`src/rtl/sid_dca_arbiter_pkg.sv`:
```
// sid_dca_arbiter_pkg
//   Shared constants for the SID voice DCA arbiter:
//   - default voice count and operand/result widths
//   - a helper that sizes voice-index fields
//   No ports; imported by sid_dca_arbiter and sid_dca_arbiter_rr.
package sid_dca_arbiter_pkg;

   localparam int SID_WAVE_W     = 12;
   localparam int SID_ENV_W      = 8;
   localparam int SID_OUT_W      = 12;
   localparam int SID_NUM_VOICES = 3;

   // Width of a voice index. Never returns 0, so an index field always exists.
   function automatic int sid_idx_w(input int num_voices);
      return (num_voices > 1) ? $clog2(num_voices) : 1;
   endfunction

endpackage

```
`src/rtl/sid_dca_arbiter_rr.sv`:
```
// sid_dca_arbiter_rr
//   Round-robin arbiter that decides which voice gets the shared multiplier.
//   The grant logic is combinational. The last-winner pointer is kept in a
//   register inside this module.
//   Ports:
//     clock  in   system clock
//     reset  in   synchronous, active-high; pointer -> NUM_VOICES-1
//     req    in   [NUM_VOICES]  eligible requesters
//     grant  out  [NUM_VOICES]  one-hot winner (all zero if none)
//     index  out  [IDX_W]       binary index of the winner
//     any    out  1             a winner exists this cycle
module sid_dca_arbiter_rr
   import sid_dca_arbiter_pkg::*;
#(
   parameter int NUM_VOICES = SID_NUM_VOICES,
   localparam int IDX_W     = sid_idx_w(NUM_VOICES)
) (
   input  logic                  clock,
   input  logic                  reset,
   input  logic [NUM_VOICES-1:0] req,
   output logic [NUM_VOICES-1:0] grant,
   output logic [IDX_W-1:0]      index,
   output logic                  any
);

   logic [IDX_W-1:0] ptr_reg;
   logic [IDX_W-1:0] cand;

   // Scan cyclically, starting one past the last winner. The first hit wins.
   always_comb begin
      grant = '0;
      index = '0;
      any   = 1'b0;
      cand  = '0;
      for (int k = 1; k <= NUM_VOICES; k++) begin
         cand = IDX_W'((int'(ptr_reg) + k) % NUM_VOICES);
         if (!any && req[cand]) begin
            any         = 1'b1;
            index       = cand;
            grant[cand] = 1'b1;
         end
      end
   end

   // The reset value NUM_VOICES-1 makes voice 0 the first winner.
   always_ff @(posedge clock) begin
      if (reset) begin
         ptr_reg <= IDX_W'(NUM_VOICES - 1);
      end else if (any) begin
         ptr_reg <= index;
      end
   end

endmodule

```
`src/rtl/sid_dca_arbiter.sv`:
```
// sid_dca_arbiter
//   Lets NUM_VOICES SID voices share one registered wave x envelope DCA
//   multiplier. Voices are served round-robin through a req/ack handshake.
//   The pipeline has three registered edges:
//     E0  grant: operands and voice id latched, ack pulsed
//     E1  full-width unsigned product
//     E2  result written into the per-voice output bank, valid pulsed
//   Ports:
//     clock      in   system clock
//     reset      in   synchronous, active-high; drops in-flight work
//     req        in   [NUM_VOICES]         held by voice i until ack[i]
//     wave_in    in   [NUM_VOICES*WAVE_W]  voice i at [i*WAVE_W +: WAVE_W]
//     env_in     in   [NUM_VOICES*ENV_W]   voice i at [i*ENV_W +: ENV_W]
//     ack        out  [NUM_VOICES]         1-cycle: operands of voice i captured
//     dca_out    out  [NUM_VOICES*OUT_W]   held per-voice result
//     dca_valid  out  [NUM_VOICES]         1-cycle: dca_out slice i updated
//     busy       out  1                    a pipeline stage holds work
module sid_dca_arbiter
   import sid_dca_arbiter_pkg::*;
#(
   parameter int NUM_VOICES = SID_NUM_VOICES,
   parameter int WAVE_W     = SID_WAVE_W,
   parameter int ENV_W      = SID_ENV_W,
   parameter int OUT_W      = SID_OUT_W
) (
   input  logic                         clock,
   input  logic                         reset,
   input  logic [NUM_VOICES-1:0]        req,
   input  logic [NUM_VOICES*WAVE_W-1:0] wave_in,
   input  logic [NUM_VOICES*ENV_W-1:0]  env_in,
   output logic [NUM_VOICES-1:0]        ack,
   output logic [NUM_VOICES*OUT_W-1:0]  dca_out,
   output logic [NUM_VOICES-1:0]        dca_valid,
   output logic                         busy
);

   localparam int IDX_W  = sid_idx_w(NUM_VOICES);
   localparam int PROD_W = WAVE_W + ENV_W;

   // Handshake / arbitration
   logic [NUM_VOICES-1:0] ack_reg;
   logic [NUM_VOICES-1:0] eligible;
   logic [NUM_VOICES-1:0] grant;
   logic [IDX_W-1:0]      grant_idx;
   logic                  grant_any;
   logic [WAVE_W-1:0]     wave_sel;
   logic [ENV_W-1:0]      env_sel;

   // Pipeline stages
   logic                  s1_valid_reg;
   logic [IDX_W-1:0]      s1_id_reg;
   logic [WAVE_W-1:0]     s1_wave_reg;
   logic [ENV_W-1:0]      s1_env_reg;
   logic [PROD_W-1:0]     prod_next;
   logic                  s2_valid_reg;
   logic [IDX_W-1:0]      s2_id_reg;
   logic [PROD_W-1:0]     s2_prod_reg;

   // Per-voice output bank
   logic [OUT_W-1:0]      dca_out_reg   [NUM_VOICES];
   logic                  dca_valid_reg [NUM_VOICES];

   // A voice acked this cycle may still show req (it drops req only after it
   // sees ack). Masking it here keeps one request from being served twice.
   assign eligible = req & ~ack_reg;

   sid_dca_arbiter_rr #(
      .NUM_VOICES (NUM_VOICES)
   ) u_rr (
      .clock (clock),
      .reset (reset),
      .req   (eligible),
      .grant (grant),
      .index (grant_idx),
      .any   (grant_any)
   );

   // Operand mux. Operands are sampled only at the grant edge.
   assign wave_sel  = wave_in[int'(grant_idx)*WAVE_W +: WAVE_W];
   assign env_sel   = env_in[int'(grant_idx)*ENV_W +: ENV_W];

   // Full-width unsigned product. It cannot overflow PROD_W bits.
   assign prod_next = PROD_W'(s1_wave_reg) * PROD_W'(s1_env_reg);

   always_ff @(posedge clock) begin
      if (reset) begin
         ack_reg      <= '0;
         s1_valid_reg <= 1'b0;
         s1_id_reg    <= '0;
         s1_wave_reg  <= '0;
         s1_env_reg   <= '0;
         s2_valid_reg <= 1'b0;
         s2_id_reg    <= '0;
         s2_prod_reg  <= '0;
      end else begin
         ack_reg      <= grant;
         s1_valid_reg <= grant_any;
         if (grant_any) begin
            s1_id_reg   <= grant_idx;
            s1_wave_reg <= wave_sel;
            s1_env_reg  <= env_sel;
         end
         s2_valid_reg <= s1_valid_reg;
         if (s1_valid_reg) begin
            s2_id_reg   <= s1_id_reg;
            s2_prod_reg <= prod_next;
         end
      end
   end

   // Only one result leaves stage 2 per cycle, so at most one voice updates.
   // The result is the top OUT_W bits of the product.
   genvar gi;
   generate
      for (gi = 0; gi < NUM_VOICES; gi++) begin : g_voice
         always_ff @(posedge clock) begin
            if (reset) begin
               dca_out_reg[gi]   <= '0;
               dca_valid_reg[gi] <= 1'b0;
            end else begin
               dca_valid_reg[gi] <= s2_valid_reg && (s2_id_reg == IDX_W'(gi));
               if (s2_valid_reg && (s2_id_reg == IDX_W'(gi))) begin
                  dca_out_reg[gi] <= s2_prod_reg[PROD_W-1 -: OUT_W];
               end
            end
         end
         assign dca_out[gi*OUT_W +: OUT_W] = dca_out_reg[gi];
         assign dca_valid[gi]              = dca_valid_reg[gi];
      end
   endgenerate

   assign ack  = ack_reg;
   assign busy = s1_valid_reg | s2_valid_reg;

endmodule

```
`config.mk`:
```
export PLATFORM = sky130hd
export DESIGN_NAME = sid_dca_arbiter
export DESIGN_NICKNAME = d
export VERILOG_FILES = /design/src/rtl/sid_dca_arbiter_pkg.sv /design/src/rtl/sid_dca_arbiter_rr.sv /design/src/rtl/sid_dca_arbiter.sv
export SDC_FILE = /design/constraint.sdc
export NUM_CORES = 1
export LEC_CHECK = 0
export ABC_AREA = 1
export CELL_PAD_IN_SITES_DETAIL_PLACEMENT = 2
export CELL_PAD_IN_SITES_GLOBAL_PLACEMENT = 2
export CORE_MARGIN = 2
export CORE_UTILIZATION = 32
export CTS_BUF_LIST = sky130_fd_sc_hd__clkbuf_8 sky130_fd_sc_hd__clkbuf_16
export DETAILED_ROUTE_END_ITERATION = 10
export HOLD_SLACK_MARGIN = 0.15
export PLACE_DENSITY = 0.86
export SYNTH_ARGS = -nofsm -noshare
export SYNTH_HDL_FRONTEND = slang
export SYNTH_HIERARCHICAL = 1
export SYNTH_SLANG_ARGS = --single-unit
export TNS_END_PERCENT = 30
```
`constraint.sdc`:
```
create_clock -name clock -period 5.3 [get_ports clock]
set_input_delay 0.795 -clock clock [delete_from_list [all_inputs] [get_ports clock]]
set_output_delay 0.795 -clock clock [all_outputs]
set_load 0.005 [all_outputs]
```
Word level (Yosys, flattened, before mapping)
Memory sizes are Yosys's and may differ from the RTL's.
Cells that the tools add are included.
- flip-flop bits (word level): 51
- memory bits (writable): 39
- input port bits: 65
- logic and storage cells: 90
- memories: 2
- add/sub/neg operators: 3
- multipliers: 2
- divide/modulo/power cells: 3
- order comparisons: 6
- eq/ne operators: 2
- shift operators: 2
- mux-type cells: 39
- bitwise operators: 11
- reduce and logical (&&, ||, !) cells: 11
- memory list (name ; depth ; width ; rd ports ; clocked after memory_dff ; wr ports ; line ; RTL):
    dca_out_reg ; 3 ; 12 ; 3 ; 0 ; 3 ; sid_dca_arbiter.sv:60 ; logic [OUT_W-1:0] dca_out_reg [NUM_VOICES];
    dca_valid_reg ; 3 ; 1 ; 3 ; 0 ; 3 ; sid_dca_arbiter.sv:61 ; logic dca_valid_reg [NUM_VOICES];
- operators by type and width (cell ; number):
    $mod 32x3->32 const B ; 3
    $mux 12 ; 3
    $shiftx 36x7->12 ; 1
    $mux 1 ; 24
    $shiftx 24x6->8 ; 1
    $mul 12x8->20 ; 1
    $lt 2x3->1 const B ; 3
    $mux 3 ; 3
    $logic_and 1x1->1 ; 8
    $or 1x1->1 ; 7
    $add 2x2->3 const B ; 2
    $bmux 1 s2 ; 3
    $demux 1 s2 ; 3
    $ge 2x1->1 const B ; 3
    $mux 2 ; 3
    $or 3x3->3 ; 2
    $mul 2x2->4 const B ; 1
    $add 2x1->3 const B ; 1
    $and 3x3->3 ; 1
    $not 3->3 ; 1
    $eq 2x1->1 const B ; 1
    $eq 2x2->1 const B ; 1
    $logic_not 1->1 ; 2
    $logic_not 2->1 ; 1

Depth between registers and ports, before layout
- depth in word-level cells: 13
- gate-level depth with buffers: 22

Cells and area by module
The synthesis kept the hierarchy.
- modules (own cells, without submodules) (module ; instances ; cells an instance ; area an instance (um^2)):
    sid_dca_arbiter ; 1 ; 843 ; 6442.4
    sid_dca_arbiter_rr ; 1 ; 64 ; 385.4

Least setup slack after synthesis
No wires, ideal clock.
- path kind: register to register
- from: register s1_env_reg[7]
- to: register s2_prod_reg[18]
- library setup time: 117 ps
- arrival time: 4038 ps
- path slack: 1145 ps
- stages on the path, launching flop included: 21
- buffers on the path: 1
- period minus slack after synthesis: 4155 ps
- cells stage by stage: dfxtp_1 -> clkbuf_1 -> nand2_1 -> inv_1 -> fa_1 -> inv_1 -> fa_1 -> inv_1 -> fa_1 -> inv_1 -> fa_1 -> inv_1 -> ha_1 -> a21oi_1 -> inv_1 -> a31oi_1 -> nor2_1 -> nor2_1 -> a21oi_2 -> nor2_1 -> nor2_1
- word-level cells in the longest chain between the ends: 1
- RTL lines (element ; line ; RTL):
    start, declared ; sid_dca_arbiter.sv:53 ; logic [ENV_W-1:0] s1_env_reg;
    start signal, assigned ; sid_dca_arbiter.sv:101 ; s1_env_reg <= env_sel;
    $mul 12x8->20 ; sid_dca_arbiter.sv:83 ; assign prod_next = PROD_W'(s1_wave_reg) * PROD_W'(s1_env_reg);
    end signal, assigned ; sid_dca_arbiter.sv:106 ; s2_prod_reg <= prod_next;
    end, declared ; sid_dca_arbiter.sv:57 ; logic [PROD_W-1:0] s2_prod_reg;
Every way passes these cells.
A chain may end at the register's enable or synchronous reset.

Worst setup path after layout
- from: register s1_env_reg[2]
- to: register s2_prod_reg[19]
The elaborated chain is that of the path after synthesis.

==> reports/results.tsv <==
stage	metric	value	unit
outcome	status	finished clean	
worst_setup_path	reg2reg_from	s1_env_reg[2]$_SDFFE_PP0P_	
synthesis	syn-num-nets	1072	
power	powerDensity	587	nW/um^2
clock_network	clockBufferDepth	2	
timing	worstMarginPinSlew	0.970	ns
clock_network	clock_latency	0.35	ns
power	ir_drop	253	uV
drt	num_vias	6030	
run	drv_cap	0	
drt	wl	21800	um
placement	dp_hpwl	17800	um
worst_hold_path	hold_path.class	flip-flop to flip-flop	
timing	fin_crit_sh	89.4	%
timing	fin_skew	0.0146	ns
timing	hold_viol	0	
timing	fin_crit	4.74	ns
finish	syn_to_final_growth	23.4	%
timing	slew_headroom	35.3	%
finish	nets	1150	
worst_setup_path	crit_path_max_fanout	13	
worst_setup_path	crit_path_frequent_cell	inv_1	
finish	drive_above_1_share	4.55	%
worst_setup_path	worstPathArrival	4.99	ns
die	io-pin-count	108	
worst_setup_path	worst-path-buf-inv	5	
worst_setup_path	r2r_end	s2_prod_reg[19]$_SDFFE_PP0P_	
global_routing	antenna_found_initial	1	
global_routing	grt_max_degree	38	
worst_setup_path	r2r_slack	0.56	ns
die	core-area	21000	sq um
worst_setup_path	required	5.55	ns
die	die_w	150	um
synthesis	synth_area	6830	sq um
timing	drv_slew	0	
drt	drc	0	
worst_hold_path	worstHoldPathCells	2	
clock_network	cts_max_level	3	
worst_hold_path	hold_end	s1_id_reg[1]$_SDFFE_PP0P_	
worst_setup_path	startpoint_type	flip-flop	
synthesis	syn_inst	907	
synthesis	yosysWarnings	6	
timing	fin_setup_tns	0	ns
drt	wl_per_cell	17.2	um
global_routing	grt_pass1_wl	35600	um
drt	ant_nets	0	
drt	drtIter0Drc	217	
finish	antenna_cells	0	
synthesis	synthDistinctLibCells	34	
clock_network	cts_tree	built	
synthesis	synth_seq_cells	82	
worst_hold_path	worstHoldStart	s1_id_reg[1]$_SDFFE_PP0P_	
clock_network	cts_root_buffer	clkbuf_16	
clock_network	cts_resized	0	
die	rows	53	
finish	fill_cells	2436	
clock_network	cts_made_buffers	9	
die	dieHeight	150	um
clock_network	cts_sinks	82	
worst_setup_path	cp_cell_sequence	nand2_1 > inv_1 > fa_1 > fa_1 > fa_1 > inv_1 > fa_1 > inv_1 > ha_1 > inv_1 > o21bai_1 > a21oi_1 > nor2_1 > nor2_1 > nand2_1 > nand2_1 > nand3_1 > nand2_1 > inv_1	
timing	holdWs	0.502	ns
placement	numPortBuffers	107	
timing	setup_viol	0	
global_routing	overflow	0	
timing	rsz0062_at_grt	no	
clock_network	postCtsSetupRepairBufs	0	
die	die_area	22500	sq um
finish	largest_reg_flops	36	
worst_setup_path	r2r_cells	19	
worst_setup_path	max_stage_delay	0.70	ns
worst_setup_path	crit_path_end_kind	flip-flop	
global_routing	grt_usage	20.3	%
worst_setup_path	critPathKind	flip-flop to flip-flop	
placement	gp_congestion	0.841	
timing	fmax	211	MHz
clock_network	cts-hold-fix-buffers	0	
worst_setup_path	cp_top_family	adder cells	
worst_setup_path	cpMaxStageDelayCell	dfxtp_1	
die	initial_core_util	32.6	%
global_routing	grt_pass1_vias	6844	
synthesis	avgSynthCellArea	7.53	sq um
clock_network	clkSlewWorstSetupHoldPaths	0.07	ns
drt	first_pass_iters	4	
drt	vias_per_cell	4.77	
power	power.leakage	4.39	nW
synthesis	ys_seq_area_share	29.3	%
-- worst reg2reg max path: cells and delay by family, from the launching register on --
kind | cells | cell delay (ns)
AND/OR/NAND/NOR | 7 | 0.69
flip-flops | 1 | 0.70
buffers and inverters | 5 | 0.41
adder cells (fa/ha/maj) | 5 | 2.49
AO/OA/AOI/OAI | 2 | 0.38
-- cell usage in the layout (no fill, tap or decap) --
cell type | synthesis | final
buf_4 | 3 | 6
o21ai_4 | 1 | 1
bufinv_16 | 0 | 2
clkinvlp_4 | 0 | 1
o211ai_1 | 2 | 2
nand2_4 | 6 | 6
ha_1 | 41 | 41
nand3_1 | 26 | 26
a21oi_1 | 24 | 24
inv_1 | 211 | 211
a21o_1 | 2 | 2
dfxtp_1 | 46 | 46
nand3_2 | 2 | 2
nand2_2 | 6 | 6
nor2_4 | 2 | 2
inv_2 | 5 | 5
nor2_1 | 111 | 111
o21a_1 | 1 | 1
edfxtp_1 | 36 | 36
fa_1 | 59 | 59
inv_6 | 0 | 2
nand4_1 | 3 | 3
clkdlybuf4s50_1 | 0 | 107
xor2_1 | 2 | 2
clkbuf_16 | 0 | 9
a31oi_1 | 22 | 22
inv_8 | 0 | 2
a21oi_2 | 1 | 1
xnor2_1 | 2 | 2
o21ai_1 | 3 | 3
a32o_1 | 3 | 3
nor3_1 | 7 | 7
nand2_1 | 178 | 178
o21bai_1 | 3 | 3
o21ai_0 | 55 | 55
o221ai_1 | 1 | 1
-- worst max-delay path by stage --
stage,from,end,slack [ns],cells after the start
finish,s1_env_reg[2]$_SDFFE_PP0P_,s2_prod_reg[19]$_SDFFE_PP0P_,0.56,19
detailed placement,s1_env_reg[3]$_SDFFE_PP0P_,s2_prod_reg[19]$_SDFFE_PP0P_,0.53,19
global placement,s1_env_reg[3]$_SDFFE_PP0P_,s2_prod_reg[19]$_SDFFE_PP0P_,0.78,19
CTS,s1_env_reg[3]$_SDFFE_PP0P_,s2_prod_reg[19]$_SDFFE_PP0P_,0.51,19
global route,s1_env_reg[2]$_SDFFE_PP0P_,s2_prod_reg[19]$_SDFFE_PP0P_,0.28,19
floorplan,s1_env_reg[7]$_SDFFE_PP0P_,s2_prod_reg[18]$_SDFFE_PP0P_,1.15,20
-- routing by layer --
metal / vias to the layer above / GRT usage [%] / wire length (um)
met5: - / 0 / 0
met4: 0 / 5.66 / 446
met3: 31 / 3.20 / 722
met2: 121 / 38.7 / 11500
met1: 2983 / 23.3 / 9100
li1: 2895 / - / -
-- layout make-up --
cell class | count | area (sq um) | area share (%)
repair buffers | 113 | 1120 | 13.3
well taps | 275 | 344 | 4.08
clock buffers | 9 | 225 | 2.67
clock inverters | 7 | 108 | 1.28
flip-flops and latches | 82 | 2000 | 23.8
multi-input cells | 563 | 3820 | 45.3
inverters | 216 | 811 | 9.63
-- cells in the mapped netlist (all sizes together) --
library cell	count	area share, %
nand2	190	11
nor3	7	0.51
o21a	1	0.11
xnor2	2	0.26
dfxtp	46	13
nand4	3	0.27
a21oi	25	1.9
o221ai	1	0.13
edfxtp	36	16
buf	14	1.1
fa	59	17
xor2	2	0.26
o21bai	3	0.33
o211ai	2	0.22
a21o	2	0.22
ha	41	7.5
nand3	28	2.2
a31oi	22	2.0
a32o	3	0.44
nor2	113	6.4
inv	216	12
o21ai	59	4.5
clkbuf	32	1.8
-- stage by stage --
step	cell area, sq um	std cells	total power [mW]	setup WS (ns)	util, %
6_report	8420	1265	4.95	0.561	40.2
3_3_place_gp	8090	1249	3.97	0.781	38.6
2_1_floorplan	6830	907	3.19	1.15	-
3_5_place_dp	8090	1249	4.26	0.533	38.6
5_1_grt	8420	1265	5.49	0.276	40.2
4_1_cts	8420	1265	5.04	0.512	40.2
-- where the power goes --
part	total [mW]	leakage [nW]	switching [mW]	internal [mW]
sequential	1.12	0.756	0.275	0.841
combinational	3.11	3.47	2.01	1.10
clock	0.720	0.160	0.297	0.423
total	4.95	4.39	2.58	2.36
-- cell families after synthesis --
| kind of cell | synth area share, % |
|---|---|
| xor+xnor | 0.513 |
| compound gates | 9.84 |
| fa+ha+maj | 24.8 |
| flops | 29.3 |
| simple gates | 20.7 |
| buf+inv | 14.8 |
Power figures use the tool's default switching activity.
